`src/rtl/mux_pkg.sv`:
```
// Shared types and helpers for the sequenced multiplexer.
package mux_pkg;

  typedef enum logic {
    LOCK  = 1'b0,
    BLANK = 1'b1
  } state_e;

  // Select width for n channels; a single channel still needs one bit.
  function automatic int unsigned clog2_min1(input int unsigned n);
    return (n <= 2) ? 1 : $clog2(n);
  endfunction

endpackage

```
`src/rtl/blank_timer.sv`:
```
// Loadable down-counter that times the blanking interval of a select switch.
module blank_timer
  import mux_pkg::*;
#(
  parameter int unsigned BLANK_CYC = 3
) (
  input  logic clk,
  input  logic rst_n,
  input  logic i_load,
  output logic o_zero,
  output logic o_busy
);

  localparam int unsigned CW = clog2_min1(BLANK_CYC + 1);

  logic [CW-1:0] r_cnt;

  // Loading B-1 makes the switch complete exactly B edges after the request.
  always_ff @(posedge clk or negedge rst_n) begin
    if (!rst_n) begin
      r_cnt <= '0;
    end else if (i_load) begin
      r_cnt <= CW'(BLANK_CYC - 1);
    end else if (r_cnt != '0) begin
      r_cnt <= r_cnt - 1'b1;
    end
  end

  assign o_zero = (r_cnt == '0);
  assign o_busy = (r_cnt != '0);

endmodule

```
`src/rtl/seq_mux_n.sv`:
```
// Registered N-channel multiplexer that blanks its output for a fixed
// number of cycles whenever the selected channel changes.
module seq_mux_n
  import mux_pkg::*;
#(
  parameter int unsigned N         = 4,
  parameter int unsigned WIDTH     = 8,
  parameter int unsigned BLANK_CYC = 3,
  parameter int unsigned HOLD_MODE = 1,
  localparam int unsigned SELW     = clog2_min1(N)
) (
  input  logic               clk,
  input  logic               rst_n,
  input  logic [N*WIDTH-1:0] i,
  input  logic [SELW-1:0]    sel,
  output logic [WIDTH-1:0]   y,
  output logic               y_valid,
  output logic [SELW-1:0]    cur_sel,
  output logic               switch_done,
  output logic               sel_err
);

  localparam logic [SELW:0] L_N = (SELW + 1)'(N);

  state_e           r_state, w_nxt_state;
  logic [SELW-1:0]  r_cur, r_tgt, w_nxt_cur, w_nxt_tgt;
  logic [WIDTH-1:0] r_y, w_nxt_y;
  logic             r_valid, w_nxt_valid;
  logic             r_done, w_nxt_done;
  logic             r_sel_err;

  logic             w_sel_ok;
  logic [WIDTH-1:0] w_cur_data, w_sel_data, w_tgt_data, w_blank_y;
  logic             w_load, w_zero, w_busy;

  assign w_sel_ok   = ({1'b0, sel} < L_N);
  assign w_cur_data = i[int'(r_cur) * WIDTH +: WIDTH];
  assign w_sel_data = i[int'(sel)   * WIDTH +: WIDTH];
  assign w_tgt_data = i[int'(r_tgt) * WIDTH +: WIDTH];
  assign w_blank_y  = (HOLD_MODE != 0) ? r_y : '0;

  generate
    if (BLANK_CYC > 0) begin : g_timer
      blank_timer #(
        .BLANK_CYC(BLANK_CYC)
      ) u_timer (
        .clk    (clk),
        .rst_n  (rst_n),
        .i_load (w_load),
        .o_zero (w_zero),
        .o_busy (w_busy)
      );
    end else begin : g_no_timer
      logic w_unused_load;
      assign w_unused_load = w_load;
      assign w_zero        = 1'b1;
      assign w_busy        = 1'b0;
    end
  endgenerate

  always_comb begin
    w_nxt_state = r_state;
    w_nxt_cur   = r_cur;
    w_nxt_tgt   = r_tgt;
    w_nxt_y     = r_y;
    w_nxt_valid = r_valid;
    w_nxt_done  = 1'b0;
    w_load      = 1'b0;
    case (r_state)
      LOCK: begin
        if (w_sel_ok && (sel != r_cur)) begin
          if (BLANK_CYC == 0) begin
            w_nxt_cur   = sel;
            w_nxt_y     = w_sel_data;
            w_nxt_valid = 1'b1;
            w_nxt_done  = 1'b1;
          end else begin
            w_nxt_state = BLANK;
            w_nxt_tgt   = sel;
            w_load      = 1'b1;
            w_nxt_valid = 1'b0;
            w_nxt_y     = w_blank_y;
          end
        end else begin
          w_nxt_y     = w_cur_data;
          w_nxt_valid = 1'b1;
        end
      end
      BLANK: begin
        // Any new valid request, even back to cur_sel, restarts the full blank.
        if (w_sel_ok && (sel != r_tgt)) begin
          w_nxt_tgt = sel;
          w_load    = 1'b1;
          w_nxt_y   = w_blank_y;
        end else if (w_busy) begin
          w_nxt_y = w_blank_y;
        end else if (w_zero) begin
          w_nxt_state = LOCK;
          w_nxt_cur   = r_tgt;
          w_nxt_y     = w_tgt_data;
          w_nxt_valid = 1'b1;
          w_nxt_done  = 1'b1;
        end
      end
      default: w_nxt_state = LOCK;
    endcase
  end

  always_ff @(posedge clk or negedge rst_n) begin
    if (!rst_n) begin
      r_state   <= LOCK;
      r_cur     <= '0;
      r_tgt     <= '0;
      r_y       <= '0;
      r_valid   <= 1'b0;
      r_done    <= 1'b0;
      r_sel_err <= 1'b0;
    end else begin
      r_state   <= w_nxt_state;
      r_cur     <= w_nxt_cur;
      r_tgt     <= w_nxt_tgt;
      r_y       <= w_nxt_y;
      r_valid   <= w_nxt_valid;
      r_done    <= w_nxt_done;
      r_sel_err <= !w_sel_ok;
    end
  end

  assign y           = r_y;
  assign y_valid     = r_valid;
  assign cur_sel     = r_cur;
  assign switch_done = r_done;
  assign sel_err     = r_sel_err;

endmodule

```
`config.mk`:
```
export PLATFORM = sky130hd
export DESIGN_NAME = seq_mux_n
export DESIGN_NICKNAME = d
export VERILOG_FILES = /design/src/rtl/mux_pkg.sv /design/src/rtl/blank_timer.sv /design/src/rtl/seq_mux_n.sv
export SDC_FILE = /design/constraint.sdc
export NUM_CORES = 1
export LEC_CHECK = 0
export CAP_MARGIN = 20
export CELL_PAD_IN_SITES_DETAIL_PLACEMENT = 1
export CELL_PAD_IN_SITES_GLOBAL_PLACEMENT = 1
export CORE_UTILIZATION = 31
export CTS_CLUSTER_SIZE = 16
export DETAILED_ROUTE_END_ITERATION = 8
export PLACE_DENSITY_LB_ADDON = 0.1
export SLEW_MARGIN = 20
export SYNTH_ARGS = -nofsm -noshare
export SYNTH_HDL_FRONTEND = slang
export SYNTH_SLANG_ARGS = --single-unit
```
`constraint.sdc`:
```
create_clock -name clk -period 2.2 [get_ports clk]
set_clock_uncertainty 0.15 [all_clocks]
set_input_delay 0.33 -clock clk [delete_from_list [all_inputs] [get_ports clk]]
set_output_delay 0.33 -clock clk [all_outputs]
set_load 0.01 [all_outputs]
```
==> results of run 1 <==
sequential cells by signal (all words and copies together) (netlist names):
name,count
cur_sel,2
g_timer.u_timer.r_cnt,2
r_state,1
r_tgt,2
switch_done,1
y,8
y_valid,1
cells in the final DEF, fill, tap and decap left out:
master | netlist | layout
a21oi_1 | 2 | 2
dfrtp_1 | 17 | 17
mux2_2 | 4 | 4
mux2i_1 | 25 | 25
and3_1 | 1 | 1
nor3_2 | 1 | 1
buf_4 | 2 | 2
mux2i_4 | 2 | 2
buf_12 | 1 | 2
clkbuf_1 | 0 | 1
clkdlybuf4s50_1 | 0 | 47
a31o_1 | 1 | 1
nor2_1 | 2 | 2
inv_1 | 4 | 4
mux2_4 | 8 | 8
clkbuf_4 | 0 | 3
or2_2 | 1 | 1
ha_1 | 1 | 1
conb_1 | 1 | 1
o21bai_1 | 1 | 1
xor2_1 | 5 | 5
power by group through the flow:
stage | combinational (W) | clock, W | sequential [W]
floorplan | 0.000374 | 0 | 0.000564
global placement | 0.000732 | 0 | 0.000538
detailed placement | 0.000754 | 0 | 0.000533
CTS | 0.000754 | 0.000174 | 0.000534
global route | 0.000794 | 0.000188 | 0.000550
finish | 0.000741 | 0.000167 | 0.000530
metrics by stage:
step | hold WS [ns] | cells | cell area, sq um | total power [W] | setup WS, ns
final | 0.209 | 175 | 1620 | 0.00144 | 0.252
after global routing | 0.211 | 175 | 1620 | 0.00153 | 0.140
after CTS | 0.217 | 175 | 1620 | 0.00146 | 0.230
after detailed placement | 0.346 | 171 | 1600 | 0.00129 | 0.0582
after global placement | 0.353 | 171 | 1600 | 0.00127 | 0.105
after floorplan | -0.116 | 80 | 1060 | 0.000938 | 0.402
final cells by class:
class	instances	area, sq um
Sequential cell	17	425
Timing Repair Buffer	51	526
Multi-Input combinational cell	55	577
Tap cell	44	55.1
Fill cell	365	1530
Clock buffer	4	26.3
Inverter	4	15.0
layer usage:
layer	vias up	share of wire, %	GRT usage (%)
met4	0	1.6	5.84
met1	381	42	17.0
li1	385	-	-
met5	-	0	0
met3	4	7.2	4.48
met2	34	49	25.6
cell families (layout without fill, tap and decap cells):
kind of cell,count (synthesis),after routing
xor+xnor,5,5
buf+inv,8,59
other cells,1,1
compound gates,4,4
simple gates,5,5
flops,17,17
fa+ha+maj,1,1
mux,39,39
final timing paths:
check	from	to	slack, ns	cells past startpoint
setup / recovery	r_state$_DFF_PN0_	y[0]$_DFFE_PN0P_	0.25	5
hold / removal	rst_n	y[5]$_DFFE_PN0P_	0.21	2
setup reg to reg	r_state$_DFF_PN0_	y[0]$_DFFE_PN0P_	0.25	5
hold reg to reg	y[4]$_DFFE_PN0P_	y[4]$_DFFE_PN0P_	0.38	1
max in group asynchronous	rst_n	r_tgt[0]$_DFFE_PN0P_	1.50	2
min in group clk	y[4]$_DFFE_PN0P_	y[4]$_DFFE_PN0P_	0.38	1
==> metrics.yaml, run 1 <==
worst_setup_path:
  cp_data_required_time_ns: 2.24
  end_kind: "flop"
  critical_path_arrival_ns: 1.98
  cp_num_buf_inv: 1
  cpLargestDelayFamily: "multiplexers"
  critPathSlowestCell: "dfrtp_1"
  crit_type: "flop to flop"
  cp_max_fo: 16
  path_cells: "mux2i_4 -> buf_12 -> mux2i_1 -> mux2i_1 -> mux2_4"
  cp_slowest_stage_delay_ns: 0.59
  crit_top_cell: "mux2i_1"
  worstSetupStartpointType: "flop"
power_and_ir_drop:
  internal_power_w: 0.000985
  pwr-share-seq_pct: 36.9
  p_per_area_mw_per_mm2: 885
  switching_share_pct: 31.5
  vdd_drop_max_v: 0.000306
  clock_power_share_pct: 11.6
  p_switching_w: 0.000453
  p_leak_nw: 0.733
  power_frac_comb_pct: 51.5
min_path:
  hp-class: "primary input to asynchronous set/reset pin"
clocking:
  cts_setup_buffers: 0
  cts_resized: 0
  clock_sinks: 17
  path_clk_slew_ns: 0.10
  insertion_delay_ns: 0.29
  cts_hold_buf: 0
  root_buffer: "clkbuf_4"
  cts_buffers: 3
  clk_path_buf_depth: 2
  cts_tree: "built"
  htree_levels: 1
finish:
  drive_gt1_share_pct: 17.6
  final_core_util_pct: 51.5
  syn_to_final_growth_pct: 52.7
  antennaDiodeCount: 0
  nets: 169
synth:
  synth_edf_count: 0
  async_flop_share_pct: 100
  yosys_most_used_dff: "dfrtp_1"
  synth_area_leaders: "dfrtp_1 (40%), mux2i_1 (24%), mux2_4 (11%)"
  synthMuxAreaShare_pct: 43.3
  syn_inst: 80
  synth_commonest_cells: "mux2i_1 (25), dfrtp_1 (17), mux2_4 (8)"
  ys_types: 19
  ys_seq_area_share_pct: 40.0
  yosys.area.top_type: "dfrtp_1"
  synth_seq_cells: 17
  yosysTopAreaCellShare_pct: 40.0
  syn_area_per_cell_sq_um: 13.3
  synthesis.nets: 117
  syn_area_sq_mm: 0.00106
  yosys_warnings: 0
  synth_fa_ha_area_share_pct: 1.18
  synth_top_family_by_area: "multiplexers"
  yosysMostFrequentCell: "mux2i_1"
  synth_compound_gate_area_share_pct: 2.47
  synth_xor_area_share_pct: 4.12
  synth-simple-area-share_pct: 2.82
sta:
  finalMaxSlewViolations: 0
  timing.final.crit_share_pct: 88.5
  setup_violations: 0
  period_needed_ns: 1.95
  max_freq_ghz: 0.513
  tns_ns: 0
  final-hold-violation-count: 0
  rsz0062_at_grt: "no"
drt:
  antenna_left: 0
  remaining_drc_errors: 0
  drtIter0Drc: 9
  wirelength_microns: 2370
  dr.pass1.iters: 2
  vias: 804
  via_per_inst: 4.59
  wl_per_cell_microns: 13.5
floorplan:
  core_area_sq_mm: 0.00315
  die_w_microns: 60.6
  start_util_pct: 33.7
  die_y_microns: 60.6
  rows: 20
  die_area_sq_mm: 0.00367
  pin_count: 49
global_route:
  antenna_found_initial: 0
  grt_max_degree: 18
  first_global_vias: 834
  grt_overflow: 0
  grt_pass1_wl_microns: 3780
  grt.total_usage_pct: 14.8
status:
  outcome: "complete, no violations"
placed_design:
  gp_congestion: 0.681
  hpwl_microns: 1940
  io_buffers: 47
flow_run:
  max-cap-violations: 0
Note: power is estimated with default switching activity, not from simulation.
==> inputs of run 2 (changes only) <==
--- a/config.mk
+++ b/config.mk
@@ -5,11 +5,12 @@
 export SDC_FILE = /design/constraint.sdc
 export NUM_CORES = 1
 export LEC_CHECK = 0
+export ABC_CLOCK_PERIOD_IN_PS = 2200
 export CAP_MARGIN = 20
 export CELL_PAD_IN_SITES_DETAIL_PLACEMENT = 1
 export CELL_PAD_IN_SITES_GLOBAL_PLACEMENT = 1
 export CORE_UTILIZATION = 31
-export CTS_CLUSTER_SIZE = 16
+export CTS_CLUSTER_SIZE = 20
 export DETAILED_ROUTE_END_ITERATION = 8
 export PLACE_DENSITY_LB_ADDON = 0.1
 export SLEW_MARGIN = 20
==> results of run 2 <==
No change in the layout: final DEF, timing and power equal those of run 1.
